===== src/rtl/spi_mstr_gen_pkg.sv =====
// spi_pkg: shared types and constants for the parametrised SPI master.
//   spi_state_t  frame sequencer states
//   SPI_MODE0-3  {CPOL,CPHA} encodings for the mode input
package spi_pkg;
    typedef enum logic [2:0] {IDLE, FRONT, BITS, BACK, HOLD} spi_state_t;
    localparam logic [1:0] SPI_MODE0 = 2'b00;
    localparam logic [1:0] SPI_MODE1 = 2'b01;
    localparam logic [1:0] SPI_MODE2 = 2'b10;
    localparam logic [1:0] SPI_MODE3 = 2'b11;
endpackage


===== src/rtl/spi_mstr_gen_sclk_gen.sv =====
// spi_sclk_gen: SCLK divider with half-period strobes and a registered SCLK.
//   clk, rst    system clock, async active-high reset
//   clr         restart the divider (frame start)
//   tog         toggle SCLK this clk
//   park        force SCLK to pol this clk (takes priority over tog)
//   pol         idle level used while parked
//   half_stb    last clk of each half period
//   lead_stb    half_stb that ends an even half period (leading edge slot)
//   trail_stb   half_stb that ends an odd half period (trailing edge slot)
//   sclk        registered serial clock
module spi_sclk_gen #(
    parameter int DIV_W = 5
) (
    input  logic clk,
    input  logic rst,
    input  logic clr,
    input  logic tog,
    input  logic park,
    input  logic pol,
    output logic half_stb,
    output logic lead_stb,
    output logic trail_stb,
    output logic sclk
);
    logic [DIV_W-1:0] cnt;
    // cnt holds (clks since clr - 1), so every H-th clk after clr strobes
    assign half_stb  = &cnt[DIV_W-2:0];
    assign lead_stb  = half_stb & ~cnt[DIV_W-1];
    assign trail_stb = half_stb & cnt[DIV_W-1];
    always_ff @(posedge clk or posedge rst) begin
        if (rst) begin
            cnt  <= '0;
            sclk <= 1'b0;
        end else begin
            cnt  <= clr ? '0 : cnt + 1'b1;
            sclk <= park ? pol : (tog ? ~sclk : sclk);
        end
    end
endmodule


===== src/rtl/spi_mstr_gen.sv =====
// spi_mstr_gen: SPI master with generic width, SCLK divider, modes 0-3,
// NUM_SS selects and a hold option keeping SS_n low across frames.
//   clk, rst   system clock, async active-high reset
//   wrt        start pulse, accepted in IDLE or HOLD
//   cmd        word to send (MSB first), mode {CPOL,CPHA}, ss_sel slave index
//   hold       keep SS_n low after frame end
//   MISO       serial input; SS_n, SCLK, MOSI serial outputs
//   busy       frame in progress; done sticky frame-complete flag
//   rd_data    received word
module spi_mstr_gen
    import spi_pkg::*;
#(
    parameter int DATA_W = 16,
    parameter int DIV_W = 5,
    parameter int NUM_SS = 1,
    localparam int SEL_W = (NUM_SS > 1) ? $clog2(NUM_SS) : 1
) (
    input  logic              clk,
    input  logic              rst,
    input  logic              wrt,
    input  logic [DATA_W-1:0] cmd,
    input  logic [1:0]        mode,
    input  logic [SEL_W-1:0]  ss_sel,
    input  logic              hold,
    input  logic              MISO,
    output logic [NUM_SS-1:0] SS_n,
    output logic              SCLK,
    output logic              MOSI,
    output logic              busy,
    output logic              done,
    output logic [DATA_W-1:0] rd_data
);
    localparam int CW = $clog2(DATA_W) + 1;
    spi_state_t state;
    logic [DATA_W-1:0] tx_q, rx_q;
    logic [1:0] mode_q;
    logic [CW-1:0] bcnt;
    logic half_stb, lead_stb, trail_stb;
    logic acc, lead, trail, last, smp, sft, pol;
    assign acc   = wrt & (state == IDLE || state == HOLD);
    // the first leading edge falls on the last clk of FRONT
    assign lead  = lead_stb & (state == FRONT || state == BITS);
    assign trail = trail_stb & (state == BITS);
    assign last  = bcnt == CW'(DATA_W - 1);
    assign smp   = mode_q[0] ? trail : lead;
    assign sft   = mode_q[0] ? (lead & (bcnt != '0)) : (trail & ~last);
    // a new frame must start at the new CPOL even when coming out of HOLD
    assign pol   = (state == IDLE || acc) ? mode[1] : mode_q[1];
    assign MOSI    = tx_q[DATA_W-1];
    assign rd_data = rx_q;
    spi_sclk_gen #(.DIV_W(DIV_W)) u_sclk (
        .clk(clk), .rst(rst), .clr(acc),
        .tog(half_stb & (state == FRONT || state == BITS)),
        .park(state == IDLE || state == HOLD || acc), .pol(pol),
        .half_stb(half_stb), .lead_stb(lead_stb), .trail_stb(trail_stb), .sclk(SCLK)
    );
    always_ff @(posedge clk or posedge rst) begin
        if (rst) begin
            state  <= IDLE;
            SS_n   <= '1;
            busy   <= 1'b0;
            done   <= 1'b0;
            tx_q   <= '0;
            rx_q   <= '0;
            mode_q <= '0;
            bcnt   <= '0;
        end else begin
            if (acc) begin
                state  <= FRONT;
                tx_q   <= cmd;
                mode_q <= mode;
                bcnt   <= '0;
                busy   <= 1'b1;
                done   <= 1'b0;
                // out-of-range ss_sel shifts the one-hot away: no select asserted
                if (state == IDLE) SS_n <= ~(NUM_SS'(1) << ss_sel);
            end else begin
                case (state)
                    IDLE:  SS_n <= '1;
                    FRONT: if (lead) state <= BITS;
                    BITS: if (trail) begin
                        bcnt <= bcnt + CW'(1);
                        if (last) state <= BACK;
                    end
                    BACK: if (half_stb) begin
                        done  <= 1'b1;
                        busy  <= 1'b0;
                        state <= hold ? HOLD : IDLE;
                        if (!hold) SS_n <= '1;
                    end
                    HOLD: if (!hold) begin
                        state <= IDLE;
                        SS_n  <= '1;
                    end
                    default: state <= IDLE;
                endcase
            end
            if (smp) rx_q <= {rx_q[DATA_W-2:0], MISO};
            if (sft) tx_q <= {tx_q[DATA_W-2:0], 1'b0};
        end
    end
endmodule


===== config.mk =====
export PLATFORM = sky130hd
export DESIGN_NAME = spi_mstr_gen
export DESIGN_NICKNAME = d
export VERILOG_FILES = /design/src/rtl/spi_mstr_gen_pkg.sv /design/src/rtl/spi_mstr_gen_sclk_gen.sv /design/src/rtl/spi_mstr_gen.sv
export SDC_FILE = /design/constraint.sdc
export NUM_CORES = 1
export LEC_CHECK = 0
export ABC_AREA = 0
export CAP_MARGIN = 10
export CORE_MARGIN = 5
export CORE_UTILIZATION = 26
export DETAILED_ROUTE_END_ITERATION = 7
export HOLD_SLACK_MARGIN = 0.1
export PLACE_DENSITY = 0.43
export SLEW_MARGIN = 10
export SYNTH_ARGS = -nofsm -noshare
export SYNTH_HDL_FRONTEND = slang
export SYNTH_SLANG_ARGS = --single-unit

===== constraint.sdc =====
create_clock -name clk -period 5.05 [get_ports clk]
set_input_delay 1.01 -clock clk [delete_from_list [all_inputs] [get_ports clk]]
set_output_delay 1.01 -clock clk [all_outputs]
set_load 0.1 [all_outputs]

==> results.cfg <==
[worst_setup_path]
timing.reg2reg.worst_path_depth = 8
setup.reg_to_reg.worst_slack_ns = 2.30
critical_path.max_fanout = 2
critPathCaptureType = primary output
critical_path.reg2reg.endpoint = rd_data[13]$_DFFE_PP0P_
critical_path_depth = 1
critPathBufInv = 1
crit_path_cell_trace = clkdlybuf4s50_1
timing.critical_path.max_delay_family = buffers and inverters
timing.setup.critical_path_class = register to primary output
crit_path_largest_cell_delay_ns = 1.12
cp_max_stage_cell = clkdlybuf4s50_1
worst_ep_required_time_ns = 4.04
critPathLaunchType = register
worst_path_arrival_time_ns = 1.96
regToRegStartpoint = u_sclk.cnt[0]$_DFF_PP0_

[placement]
dp.final_hpwl_um = 3390
placed_area_um2 = 3030
gp_congestion = 0.716
port-buffer-count = 44
post-place-cells = 374

[die]
width_of_the_die_um = 108
die_area_um2 = 11600
placeableCoreArea_um2 = 9280
initial_utilization_pct = 26.7
top_level_ports = 45
die_h_um = 108
std_cell_rows = 35

[global_route]
total_global_routing_track_utilization_pct = 8.98
grt_antenna_before_repair = 0
grt_pass1_wl_um = 8310
grt_start_max_net_pins = 52
leftover_overflow_at_the_end_of_global_routing = 0
first_global_vias = 1643

[synthesis]
portion_of_synthesized_cell_area_occupied_by_the_leading_cell_type_pct = 50.4
synth_async_reset_ratio_pct = 100
synth_largest_area_cell = dfrtp_1
syn_area_per_cell_um2 = 11.8
synthTopCellsByArea = dfrtp_1 50%, mux2_2 9.5%, mux2i_1 6.9%, a21oi_2 5.3%, nor2_1 4.1%
post_synth_instance_area_um2 = 2480
synth_edf_count = 0
yosys_warnings = 0
synth-main-ff-cell = dfrtp_1
yosys.cell_types.count = 43
synthCells = 210
ys_ff_latch = 51
mappedNetlistNets = 240
synth_sequential_area_ratio_pct = 51.5

[timing]
skew_ns = 0.00621
unrepaired_setup_endpoints_after_global_routing = no
fmaxAchievable_ghz = 0.337
setup_total_negative_slack_ns = 0
max_slew_margin_pct = 22.9
finalCriticalPeriod_ns = 2.97
slew_violations = 0
setup_viol_count_final = 0
final_hold_viol_count = 0
tightest_slew_ns = 1.16
period_share_pct = 58.8

[power]
cell_internal_pwr_mw = 0.842
clockPowerShare_pct = 18.6
power.sequential.fraction_pct = 46.7
sw_frac_of_total_pct = 37.4
power_frac_comb_pct = 34.8
power.switching_mw = 0.503
power.leakage_nw = 1.26
power.ir.vdd_worst_uv = 218
power_density_nw_per_um2 = 431

[detailed_routing]
postRouteAntennaNets = 0
vias = 1595
detail_route.vias_per_cell = 4.18
dr.first_iter.drc_count = 40
wl_per_cell_um = 13.2
post-route-drc-count = 0
totalWireLength_um = 5040
firstDrtPassIters = 4

[clock_network]
clock_root_buffer = clkbuf_8
cts_max_level = 2
cts-root-to-sink-buffers = 2
worstSkewPairLatency_ns = 0.30
cts_made_buffers = 5
cts.hold.buffers_added = 0
post_cts_buffers = 0
worst_setup_hold_path_clk_slew_ns = 0.10
cts_tree = yes
cts_resized = 0
clock_sinks = 51

[final_layout]
nNetsFinal = 282
layout_common_cells = 50 x dfrtp_1, 44 x clkdlybuf4s50_1, 27 x nor2_1
final_cells = 382
postLayoutCellArea_um2 = 3120
layout-drive-gt1-share_pct = 20.2
num_antenna_cells = 0
layout_commonest_cell = dfrtp_1
area_growth_syn_to_layout_pct = 25.7

[run]
max_cap_violations = 0

[worst_hold_path]
timing.hold.worst.class = register to register
whs_endpoint = u_sclk.cnt[0]$_DFF_PP0_
min_delay_path_depth = 1
worst_hold_startpoint = u_sclk.cnt[0]$_DFF_PP0_

[run_status]
status = complete, no violations
-- flip-flops by register name, indices dropped and copies added (netlist names), 2 cells and up --
register and flops:
rd_data 16, state 3, tx_q 16, u_sclk.cnt 5, mode_q 2, bcnt 5
-- power by group through the flow --
stage               clock [mW]  combinational (mW)  sequential, mW
finish                   0.250               0.468           0.627
global route             0.279               0.511           0.649
CTS                      0.262               0.475           0.630
detailed placement           0               0.473           0.637
global placement             0               0.469           0.638
floorplan                    0               0.263           0.734
-- worst max-delay path by stage --
stage / startpoint / slack (ns) / to
2_1_floorplan: rst / 2.81 / bcnt[0]$_DFFE_PP0P_
3_3_place_gp: wrt / 1.84 / bcnt[1]$_DFFE_PP0P_
3_5_place_dp: wrt / 1.82 / bcnt[1]$_DFFE_PP0P_
4_1_cts: SS_n$_DFFE_PP1P_ / 2.06 / SS_n
5_1_grt: SS_n$_DFFE_PP1P_ / 2.04 / SS_n
6_report: SS_n$_DFFE_PP1P_ / 2.08 / SS_n
-- metal layers --
metal	routed length, um	track usage (%)	share of wire [%]
met1	2520	12.6	50
met2	2160	13.1	43
met3	314	3.12	6.2
met4	42	2.43	0.83
met5	0	0	0
-- Yosys cell counts, types with 3 or more instances --
cell type and count:
ha_1 6, nor2b_1 3, inv_1 9, a21oi_2 15, mux2_2 21, mux2i_1 17, xor2_1 4, buf_2 3
dfrtp_1 50, nand2_1 7, clkbuf_1 4, nor2_1 27, buf_6 3
-- cell families (layout without fill, tap and decap cells) --
group                    Yosys count  in the layout  share of synthesized area [%]
adder cells (fa/ha/maj)            6              6                           3.03
multiplexers                      38             38                           16.4
XOR/XNOR                           6              6                           2.12
AO/OA/AOI/OAI                     33             33                           11.3
AND/OR/NAND/NOR                   55             55                           11.1
flip-flops                        51             51                           51.5
buffers and inverters             21             64                           4.54
-- through the flow --
| stage | power, mW | utilization, % | hold WS [ns] | setup slack, ns |
|---|---|---|---|---|
| 2_1_floorplan | 0.997 | - | 0.433 | 2.81 |
| 4_1_cts | 1.37 | 33.6 | 0.473 | 2.06 |
| 3_5_place_dp | 1.11 | 32.6 | 0.459 | 1.82 |
| 3_3_place_gp | 1.11 | 32.6 | 0.454 | 1.84 |
| 5_1_grt | 1.44 | 33.6 | 0.486 | 2.04 |
| 6_report | 1.35 | 33.6 | 0.468 | 2.08 |
-- area by class of cell --
class | instances | area, um2
fill | 973 | 6170
inverter | 9 | 33.8
tap | 129 | 161
sequential | 51 | 1280
multi-input combinational | 138 | 1090
clock inverter | 1 | 5.00
clock buffer | 7 | 86.3
timing repair buffer | 47 | 463
Power figures use the tool's default switching activity.
